## src/rtl/aes_pkg.sv

```systemverilog
// ---------------------------------------------------------------------------
// aes_pkg
// Shared AES helpers for the encryption and decryption round stages.
//   AES_POLY      : low byte of the AES field polynomial x^8+x^4+x^3+x+1
//   xtime         : multiply by {02} in GF(2^8)
//   inv_xtime     : multiply by {02}^-1 in GF(2^8), used to step Rcon back
//   gmul9/11/13/14: constant multiplies needed by InvMixColumns
//   imc_state_e   : FSM states of the iterative InvMixColumns stage
// ---------------------------------------------------------------------------
package aes_pkg;

    localparam logic [7:0] AES_POLY = 8'h1b;

    typedef enum logic [1:0] {
        IDLE    = 2'd0,
        COMPUTE = 2'd1,
        HOLD    = 2'd2
    } imc_state_e;

    function automatic logic [7:0] xtime(input logic [7:0] x);
        return {x[6:0], 1'b0} ^ (x[7] ? AES_POLY : 8'h00);
    endfunction

    // Undo xtime: an odd value must have had the polynomial folded in,
    // so remove it first and restore the shifted-out msb.
    function automatic logic [7:0] inv_xtime(input logic [7:0] x);
        logic [7:0] r;
        if (x[0]) begin
            r = ((x ^ AES_POLY) >> 1) | 8'h80;
        end else begin
            r = x >> 1;
        end
        return r;
    endfunction

    function automatic logic [7:0] gmul9(input logic [7:0] x);
        logic [7:0] x2, x4, x8;
        x2 = xtime(x);
        x4 = xtime(x2);
        x8 = xtime(x4);
        return x8 ^ x;
    endfunction

    function automatic logic [7:0] gmul11(input logic [7:0] x);
        logic [7:0] x2, x4, x8;
        x2 = xtime(x);
        x4 = xtime(x2);
        x8 = xtime(x4);
        return x8 ^ x2 ^ x;
    endfunction

    function automatic logic [7:0] gmul13(input logic [7:0] x);
        logic [7:0] x2, x4, x8;
        x2 = xtime(x);
        x4 = xtime(x2);
        x8 = xtime(x4);
        return x8 ^ x4 ^ x;
    endfunction

    function automatic logic [7:0] gmul14(input logic [7:0] x);
        logic [7:0] x2, x4, x8;
        x2 = xtime(x);
        x4 = xtime(x2);
        x8 = xtime(x4);
        return x8 ^ x4 ^ x2;
    endfunction

endpackage

```

## src/rtl/inv_mix_column_comb.sv

```systemverilog
// ---------------------------------------------------------------------------
// inv_mix_column_comb
// Purely combinational InvMixColumns on one 32-bit column.
//   col_i [31:0] : input column, byte a0 at [31:24] .. a3 at [7:0]
//   col_o [31:0] : output column, same byte order
// Row r uses the circulant coefficients {0e,0b,0d,09} rotated right by r.
// ---------------------------------------------------------------------------
module inv_mix_column_comb
    import aes_pkg::*;
(
    input  logic [31:0] col_i,
    output logic [31:0] col_o
);

    logic [7:0] a [4];

    generate
        for (genvar gi = 0; gi < 4; gi++) begin : g_row
            assign a[gi] = col_i[31-8*gi -: 8];

            // b_r = e*a_r ^ b*a_(r+1) ^ d*a_(r+2) ^ 9*a_(r+3), indices mod 4
            assign col_o[31-8*gi -: 8] = gmul14(a[gi])
                                       ^ gmul11(a[(gi+1)%4])
                                       ^ gmul13(a[(gi+2)%4])
                                       ^ gmul9 (a[(gi+3)%4]);
        end
    endgenerate

endmodule

```

## src/rtl/inv_mix_columns_iter.sv

```systemverilog
// ---------------------------------------------------------------------------
// inv_mix_columns_iter
// Iterative AES InvMixColumns stage for the decryption round pipeline.
// One column is transformed per clock through a single shared column unit.
// The round key is forwarded unchanged and Rcon is stepped backwards.
//   clock, reset          : rising-edge clock, synchronous active-high reset
//   in_valid / in_ready   : upstream handshake for state_in, key_in, rcon_in
//   out_valid / out_ready : downstream handshake for state_out, key_out, rcon_out
//   state_in / state_out  : 128-bit state, byte0 at [127:120]
//   key_in / key_out      : round key, captured at accept
//   rcon_in / rcon_out    : round constant, rcon_out = inv_xtime(rcon_in)
//   busy                  : high while columns are being processed
// Accept at edge N gives out_valid after edge N+4; accepts are at least
// 6 cycles apart because the block never overlaps HOLD with a new accept.
// ---------------------------------------------------------------------------
module inv_mix_columns_iter
    import aes_pkg::*;
#(
    parameter int NCOL = 4
) (
    input  logic         clock,
    input  logic         reset,
    input  logic         in_valid,
    output logic         in_ready,
    input  logic [127:0] state_in,
    input  logic [127:0] key_in,
    input  logic [7:0]   rcon_in,
    output logic         out_valid,
    input  logic         out_ready,
    output logic [127:0] state_out,
    output logic [127:0] key_out,
    output logic [7:0]   rcon_out,
    output logic         busy
);

    localparam logic [1:0] LAST_COL = 2'(NCOL - 1);

    imc_state_e        state_q;
    logic [1:0]        col_q;
    // Packed so that element NCOL-1 holds column 0 (bits [127:96]).
    logic [3:0][31:0]  work_q;
    logic [3:0][31:0]  work_d;
    logic [127:0]      state_out_q;
    logic [127:0]      key_out_q;
    logic [7:0]        rcon_out_q;
    logic              in_ready_q;
    logic              out_valid_q;
    logic              busy_q;

    logic [31:0]       col_cur;
    logic [31:0]       col_mix;

    assign col_cur = work_q[LAST_COL - col_q];

    inv_mix_column_comb u_col (
        .col_i (col_cur),
        .col_o (col_mix)
    );

    always_comb begin
        work_d = work_q;
        work_d[LAST_COL - col_q] = col_mix;
    end

    always_ff @(posedge clock) begin
        if (reset) begin
            state_q     <= IDLE;
            col_q       <= 2'd0;
            work_q      <= '0;
            state_out_q <= '0;
            key_out_q   <= '0;
            rcon_out_q  <= 8'h00;
            in_ready_q  <= 1'b1;
            out_valid_q <= 1'b0;
            busy_q      <= 1'b0;
        end else begin
            case (state_q)
                IDLE: begin
                    if (in_valid) begin
                        work_q     <= state_in;
                        key_out_q  <= key_in;
                        rcon_out_q <= inv_xtime(rcon_in);
                        col_q      <= 2'd0;
                        in_ready_q <= 1'b0;
                        busy_q     <= 1'b1;
                        state_q    <= COMPUTE;
                    end
                end
                COMPUTE: begin
                    work_q <= work_d;
                    col_q  <= col_q + 2'd1;
                    if (col_q == LAST_COL) begin
                        // Publish the state including the column finished this cycle.
                        state_out_q <= work_d;
                        out_valid_q <= 1'b1;
                        busy_q      <= 1'b0;
                        state_q     <= HOLD;
                    end
                end
                HOLD: begin
                    if (out_ready) begin
                        out_valid_q <= 1'b0;
                        in_ready_q  <= 1'b1;
                        state_q     <= IDLE;
                    end
                end
                default: begin
                    state_q <= IDLE;
                end
            endcase
        end
    end

    assign in_ready  = in_ready_q;
    assign out_valid = out_valid_q;
    assign busy      = busy_q;
    assign state_out = state_out_q;
    assign key_out   = key_out_q;
    assign rcon_out  = rcon_out_q;

endmodule

```

## config.mk

```make
export PLATFORM = sky130hd
export DESIGN_NAME = inv_mix_columns_iter
export DESIGN_NICKNAME = d
export VERILOG_FILES = /design/src/rtl/aes_pkg.sv /design/src/rtl/inv_mix_column_comb.sv /design/src/rtl/inv_mix_columns_iter.sv
export SDC_FILE = /design/constraint.sdc
export NUM_CORES = 1
export LEC_CHECK = 0
export CORE_AREA = 2 2 210 212
export DETAILED_ROUTE_END_ITERATION = 6
export DIE_AREA = 0 0 212 214
export GPL_TIMING_DRIVEN = 0
export PLACE_DENSITY = 0.71
export SLEW_MARGIN = 20
export SYNTH_ARGS = -nofsm -noshare
export SYNTH_HDL_FRONTEND = slang
export SYNTH_SLANG_ARGS = --single-unit
export TNS_END_PERCENT = 30
```

## constraint.sdc

```tcl
create_clock -name clock -period 4.35 [get_ports clock]
set_clock_uncertainty 0.15 [all_clocks]
set_input_delay 1.305 -clock clock [delete_from_list [all_inputs] [get_ports clock]]
set_output_delay 1.305 -clock clock [all_outputs]
set_load 0.02 [all_outputs]
```

After elaboration in Yosys (flattened, before gate mapping):

Cells that the tools add are included.
Widths: inputs -> output; s select.

* magnitude comparators: 2
* bitwise operators: 49
* reductions and logical operators: 12
* eq/ne operators: 6
* mux-type cells: 35
* add/sub/neg operators: 2

Operators by type and width (count)
* $xor 8x8->8: 45
* $pmux 128 s2: 1
* $bwmux 128: 1
* $mux 128: 1
* $bmux 32 s2: 1
* $demux 32 s2: 1
* $mux 32: 2
* $mux 5: 12
* $xor 8x5->8: 3
* $reduce_and 3->1: 4
* $mux 2: 4
* $mux 8: 1
* $mux 1: 6
* $ne 2x2->1 const B: 3
* $pmux 1 s2: 3
* $pmux 2 s3: 1
* $reduce_and 2->1: 3
* $reduce_bool 2->1: 3
* $eq 2x2->1 const B: 2
* $not 4->4: 1
* $pmux 2 s2: 1
* $lt 2x3->1 const B: 1
* $add 2x1->2 const B: 1
* $eq 2x1->1 const B: 1
* other kinds (4): 4

* bits of input ports: 268
* flip-flop bits (word level): 399
* word-level logic and storage cells: 118
* output and inout port bits: 267

Depth between registers and ports, before layout:

* depth in word-level cells: 16
* gate-level depth with buffers: 11
* gate-level depth less buffers: 7

Cells and area by module:

A second synthesis with hierarchy kept.

* cells, all modules: 1885
* area, all modules: 18545.3 um^2

Modules (own cells, without submodules)
* inv_mix_columns_iter: sequential area each 7987.7 um^2, cells each 1671, area an instance 16139.2 um^2, times used 1
* inv_mix_column_comb: sequential area each 0.0 um^2, cells each 214, area an instance 2406.1 um^2, times used 1

Worst setup path before layout:

OpenSTA, ideal clock, no wires.

* path kind: register to register
* start point: register col_q[0]
* end point: register work_q[124] (netlist name)
* stages on the path, launching flop included: 11
* clock period less this slack: 3.334 ns
* slack: 1.016 ns
* required time: 4.072 ns
* arrival: 3.056 ns
* cell sequence: dfxtp_1 -> buf_6 -> buf_4 -> buf_4 -> mux4_2 -> xnor2_1 -> xnor3_1 -> xnor2_1 -> xor3_1 -> a222oi_1 -> nor2_1

* longest elaborated chain between the ends: 14
* elaborated cells between the ends (all ways): 43

RTL lines
* from (decl): line inv_mix_columns_iter.sv:39 `logic [1:0] col_q;`
* from (signal assigned): line inv_mix_columns_iter.sv:91 `col_q <= col_q + 2'd1;`
* $sub 2x2->2 *: line inv_mix_columns_iter.sv:53, inv_mix_columns_iter.sv:62
* $bmux 32 s2: line inv_mix_columns_iter.sv:53 `assign col_cur = work_q[LAST_COL - col_q];`
* $mux 32 (implied by the code): line inv_mix_columns_iter.sv:53
* $xor 8x8->8: line aes_pkg.sv:21 `return {x[6:0], 1'b0} ^ (x[7] ? AES_POLY : 8'h00);`
* $mux 5 / $xor 8x8->8 (equally long branches): line aes_pkg.sv:21
* $xor 8x8->8 / $mux 5 (equally long branches): line aes_pkg.sv:21
* $xor 8x8->8 / $xor 8x5->8 (equally long branches): line aes_pkg.sv:21
* $xor 8x8->8 (on tied branches) (2 in a row): line aes_pkg.sv:65, aes_pkg.sv:49
* $xor 8x8->8: line inv_mix_column_comb.sv:23 `^ gmul11(a[(gi+1)%4])`
* $xor 8x8->8: line inv_mix_column_comb.sv:24 `^ gmul13(a[(gi+2)%4])`
* $xor 8x8->8: line inv_mix_column_comb.sv:25 `^ gmul9 (a[(gi+3)%4]);`
* $bwmux 128 *: line inv_mix_columns_iter.sv:62 `work_d[LAST_COL - col_q] = col_mix;`
* $pmux 128 s2 *: line inv_mix_columns_iter.sv:77 `case (state_q)`
* to (signal assigned): line inv_mix_columns_iter.sv:80 `work_q <= state_in;`
* to (signal assigned): line inv_mix_columns_iter.sv:90 `work_q <= work_d;`
* to (decl): line inv_mix_columns_iter.sv:41 `logic [3:0][31:0] work_q;`

Every way passes the cells marked *; elsewhere a longest branch is shown, timed or not. The select of a mux whose other input is x is not followed.
A chain may end at the register's enable or synchronous reset.

Worst setup path after layout:

* start point: register col_q[0]
* end point: register state_out_q[103] (netlist: state_out[103])

* longest elaborated chain between the ends: 12
* elaborated cells between the ends (all ways): 33

RTL lines
* $sub 2x2->2: line inv_mix_columns_iter.sv:53, inv_mix_columns_iter.sv:62
* $bmux 32 s2: line inv_mix_columns_iter.sv:53
* $mux 32 (implied by the code): line inv_mix_columns_iter.sv:53
* $xor 8x8->8: line aes_pkg.sv:21
* $xor 8x5->8 / $xor 8x8->8 (equally long branches) (2 in a row): line aes_pkg.sv:21
* $xor 8x8->8 (on tied branches) (2 in a row): line aes_pkg.sv:65, aes_pkg.sv:49
* $xor 8x8->8: line inv_mix_column_comb.sv:23
* $xor 8x8->8: line inv_mix_column_comb.sv:24
* $xor 8x8->8: line inv_mix_column_comb.sv:25
* $bwmux 128: line inv_mix_columns_iter.sv:62
* to (signal assigned): line inv_mix_columns_iter.sv:94 `state_out_q <= work_d;`
* to (decl): line inv_mix_columns_iter.sv:43 `logic [127:0] state_out_q;`

Several ways; a longest one is shown, not always the timed one. The select of a mux whose other input is x is not followed.

==> flow_summary.yaml <==
run_status:
  run_status: "complete, but fails checks"
  violations: "DRC"
routing:
  ant_nets: 0
  vias: 18400
  wl_per_cell_um: 25.6
  drcViolationCount: 5
  viasPerCell: 5.64
  drtIter0Drc: 2083
  drt-total-wl_mm: 83.5
  drt_pass1_iterations: 7
cts:
  cts_tree: "yes"
  clkTransAtPathRegs_ns: 0.07
  cts.htree.levels: 2
  cts_root_buffer: "clkbuf_16"
  cts_buffers: 44
  clock-sinks: 399
  clockBufferDepth: 3
  worst_skew_pair.late_latency_ns: 0.59
  cts_hold_buf: 0
placement:
  dp_slack_ns: -0.405
  dpl.hpwl_mm: 65.2
  dp_cells: 3173
  gp_congestion: 1.02
  port_buffers: 533
global_routing:
  grt_antenna_before_repair: 5
  grt_pass1_vias: 18200
  grt.total_usage: 0.358
  grt_first_pass_wirelength_mm: 119
  grt_max_degree: 14
  grt.overflow.total: 0
finish:
  multiInputGateArea_mm2: 0.00977
  area_growth_pct: 42.2
  final_cell_mix: "533 x clkdlybuf4s50_1, 399 x dfxtp_1, 389 x nor2_1, 357 x nand2_1, 180 x a21oi_1"
  fill_cells: 3739
  drive_above_1_share: 0.0645
  finalNonFillerCells: 3257
  ff_latch_area_mm2: 0.00799
  fin_nets: 2907
  final_common_cell: "clkdlybuf4s50_1"
power_and_ir_drop:
  seq_power_share: 0.159
  p_leak_nw: 9.42
  comb_power_share: 0.703
  vdd_drop_max_uv: 1440
  cellPowerDensity_mw_per_mm2: 1030
  internal_power_mw: 12.8
  switching_share: 0.524
  clkPwrFrac: 0.139
  power_mw: 26.8
  p_switching_mw: 14.1
yosys:
  synth_fa_ha_area_frac: 0.00274
  synth.yosys.seq_area_share: 0.438
  synth_area_mm2: 0.0182
  synth_compound_area_frac: 0.122
  synth_nets: 2327
  avgSynthCellArea_um2: 8.88
  synth_edf_count: 0
  synth_top_family_by_area: "simple AND/OR/NAND/NOR gates"
  synth-async-reset-ratio: 0
  ys_ff_latch: 399
  synth-xor-area-share: 0.129
  yosysTopAreaCell: "dfxtp_1"
  synthTopCellsByArea: "dfxtp_1 44%, nor2_1 8.0%, nand2_1 7.3%, a21oi_1 4.9%, mux2i_1 4.8%"
  synthMuxAreaShare: 0.0879
  netlist_instances: 2055
  synth.top_cell.area_share: 0.438
  yosysWarningCount: 0
  synth-simple-area-share: 0.183
  synthFlopType: "dfxtp_1"
  synth_cell_type_count: 44
timing:
  final.setup.worst_slack_ns: 0.0395
  finalSetupViolations: 0
  worst_pin_slew_ns: 1.26
  hold_viol: 0
  finalCritPeriodShare: 0.991
  finalMaxSlewViolations: 0
  fmax_ghz: 0.232
  grt_setup_unrepaired: "true"
  min_period_ns: 4.31
  relSlewSlack: 0.161
setup_path:
  path_delay_family: "XOR/XNOR gates"
  path_class: "reg -> reg"
  worstSetupEndpointType: "flop"
  critPathLaunchType: "flop"
  crit_fanout: 10
  path_buf_inv: 3
  required_ns: 4.70
  critPathMaxStageDelay_ns: 0.69
  path_cells: "buf_6 > buf_4 > buf_4 > mux4_2 > xnor2_1 > xor2_1 > xnor2_1 > xnor2_2 > mux2i_1 > a211oi_1"
  arrival_ns: 4.66
  crit_slowest_cell: "mux4_2"
job:
  cap_violations: 0
die:
  ioPinCount: 535
  start_util: 0.425
  die_area_mm2: 0.0454
  core_mm2: 0.0429
  die_height_um: 214
  rows: 76
  die_x_um: 212
hold_path:
  hp-class: "reg -> reg"
-- synth_stat cells, types with 4 or more instances --
cell type,count
mux2i_1,87
xnor2_1,97
o211ai_1,6
dfxtp_1,399
a21oi_1,180
buf_2,16
xor2_1,25
xnor2_2,23
clkbuf_1,132
nand2b_1,5
nor2_1,390
ha_1,4
xnor3_1,29
buf_1,18
nand2_1,357
nor4_1,72
a211oi_1,90
a2111oi_0,7
a222oi_1,43
mux4_2,32
-- per-stage QoR --
stage	hold WS (ns)	util	setup TNS, ns	area (um^2)
after floorplan	0.312	-	0	18200
after global placement	0.291	0.567	-8.11	24300
after detailed placement	0.296	0.567	-5.07	24300
after CTS	0.304	0.602	-0.101	25800
after global routing	0.314	0.605	-0.0343	26000
final	0.303	0.605	0	26000
-- cell families (layout without fill, tap and decap cells) --
kind of cell               Yosys count  after routing
buffers and inverters              173            786
AOI/OAI and AO/OA                  340            340
and+or+nand+nor                    834            834
muxes                              120            120
other                                0              4
DFF                                399            399
xor gates and xnor gates           185            185
adders and majority gates            4              4
-- sequential cells by signal (all words and copies together), names as in the netlist --
| signal | flops |
|---|---|
| busy | 1 |
| col_q | 2 |
| in_ready | 1 |
| key_out | 128 |
| out_valid | 1 |
| rcon_out | 8 |
| state_out | 128 |
| state_q | 2 |
| work_q | 128 |
-- metal layers --
metal | GRT usage | share of wire | vias up
li1 | - | - | 8227
met1 | 0.408 | 0.35 | 8774
met2 | 0.614 | 0.49 | 1153
met3 | 0.0840 | 0.099 | 230
met4 | 0.197 | 0.056 | 0
met5 | 0 | 0 | -
-- worst paths after layout --
kind / startpoint / end / slack [ns] / depth (start not counted)
worst max register to register: col_q[0] / state_out[103] / 0.04 / 10
worst min register to register: key_out[33] / key_out[33] / 0.30 / 2
worst max-delay path: col_q[0] / state_out[103] / 0.04 / 10
worst min-delay path: key_out[33] / key_out[33] / 0.30 / 2
-- final cells by class --
class	instances	share of cell area
Multi-Input combinational cell	1483	0.377
Sequential cell	399	0.308
Timing Repair Buffer	534	0.206
Clock buffer	63	0.0491
Tap cell	585	0.0282
Buffer	171	0.0267
Clock inverter	16	0.00516
Antenna cell	4	0.000386
Inverter	2	0.000289
-- power by group through the flow --
stage / Sequential [mW] / Clock [mW] / Combinational, mW
detailed placement: 4.31 / 0 / 16.8
global placement: 4.30 / 0 / 16.6
finish: 4.25 / 3.72 / 18.9
CTS: 4.23 / 3.73 / 17.5
global route: 4.27 / 3.88 / 19.3
floorplan: 4.31 / 0 / 10.7
-- worst min-delay path, stage by stage (launching register included) --
cell	delay [ns]
dfxtp_1	0.30
nand2_1	0.05
a21oi_1	0.05
-- what timing repair did --
| action | 4_1_cts | 5_1_grt |
|---|---|---|
| resized for setup | 8 | 15 |
| pin swaps | 1 | 4 |
| buffers inserted | 1 | 0 |
| endpoints found under the setup margin | 34 | 38 |
Power figures use the tool's default switching activity.
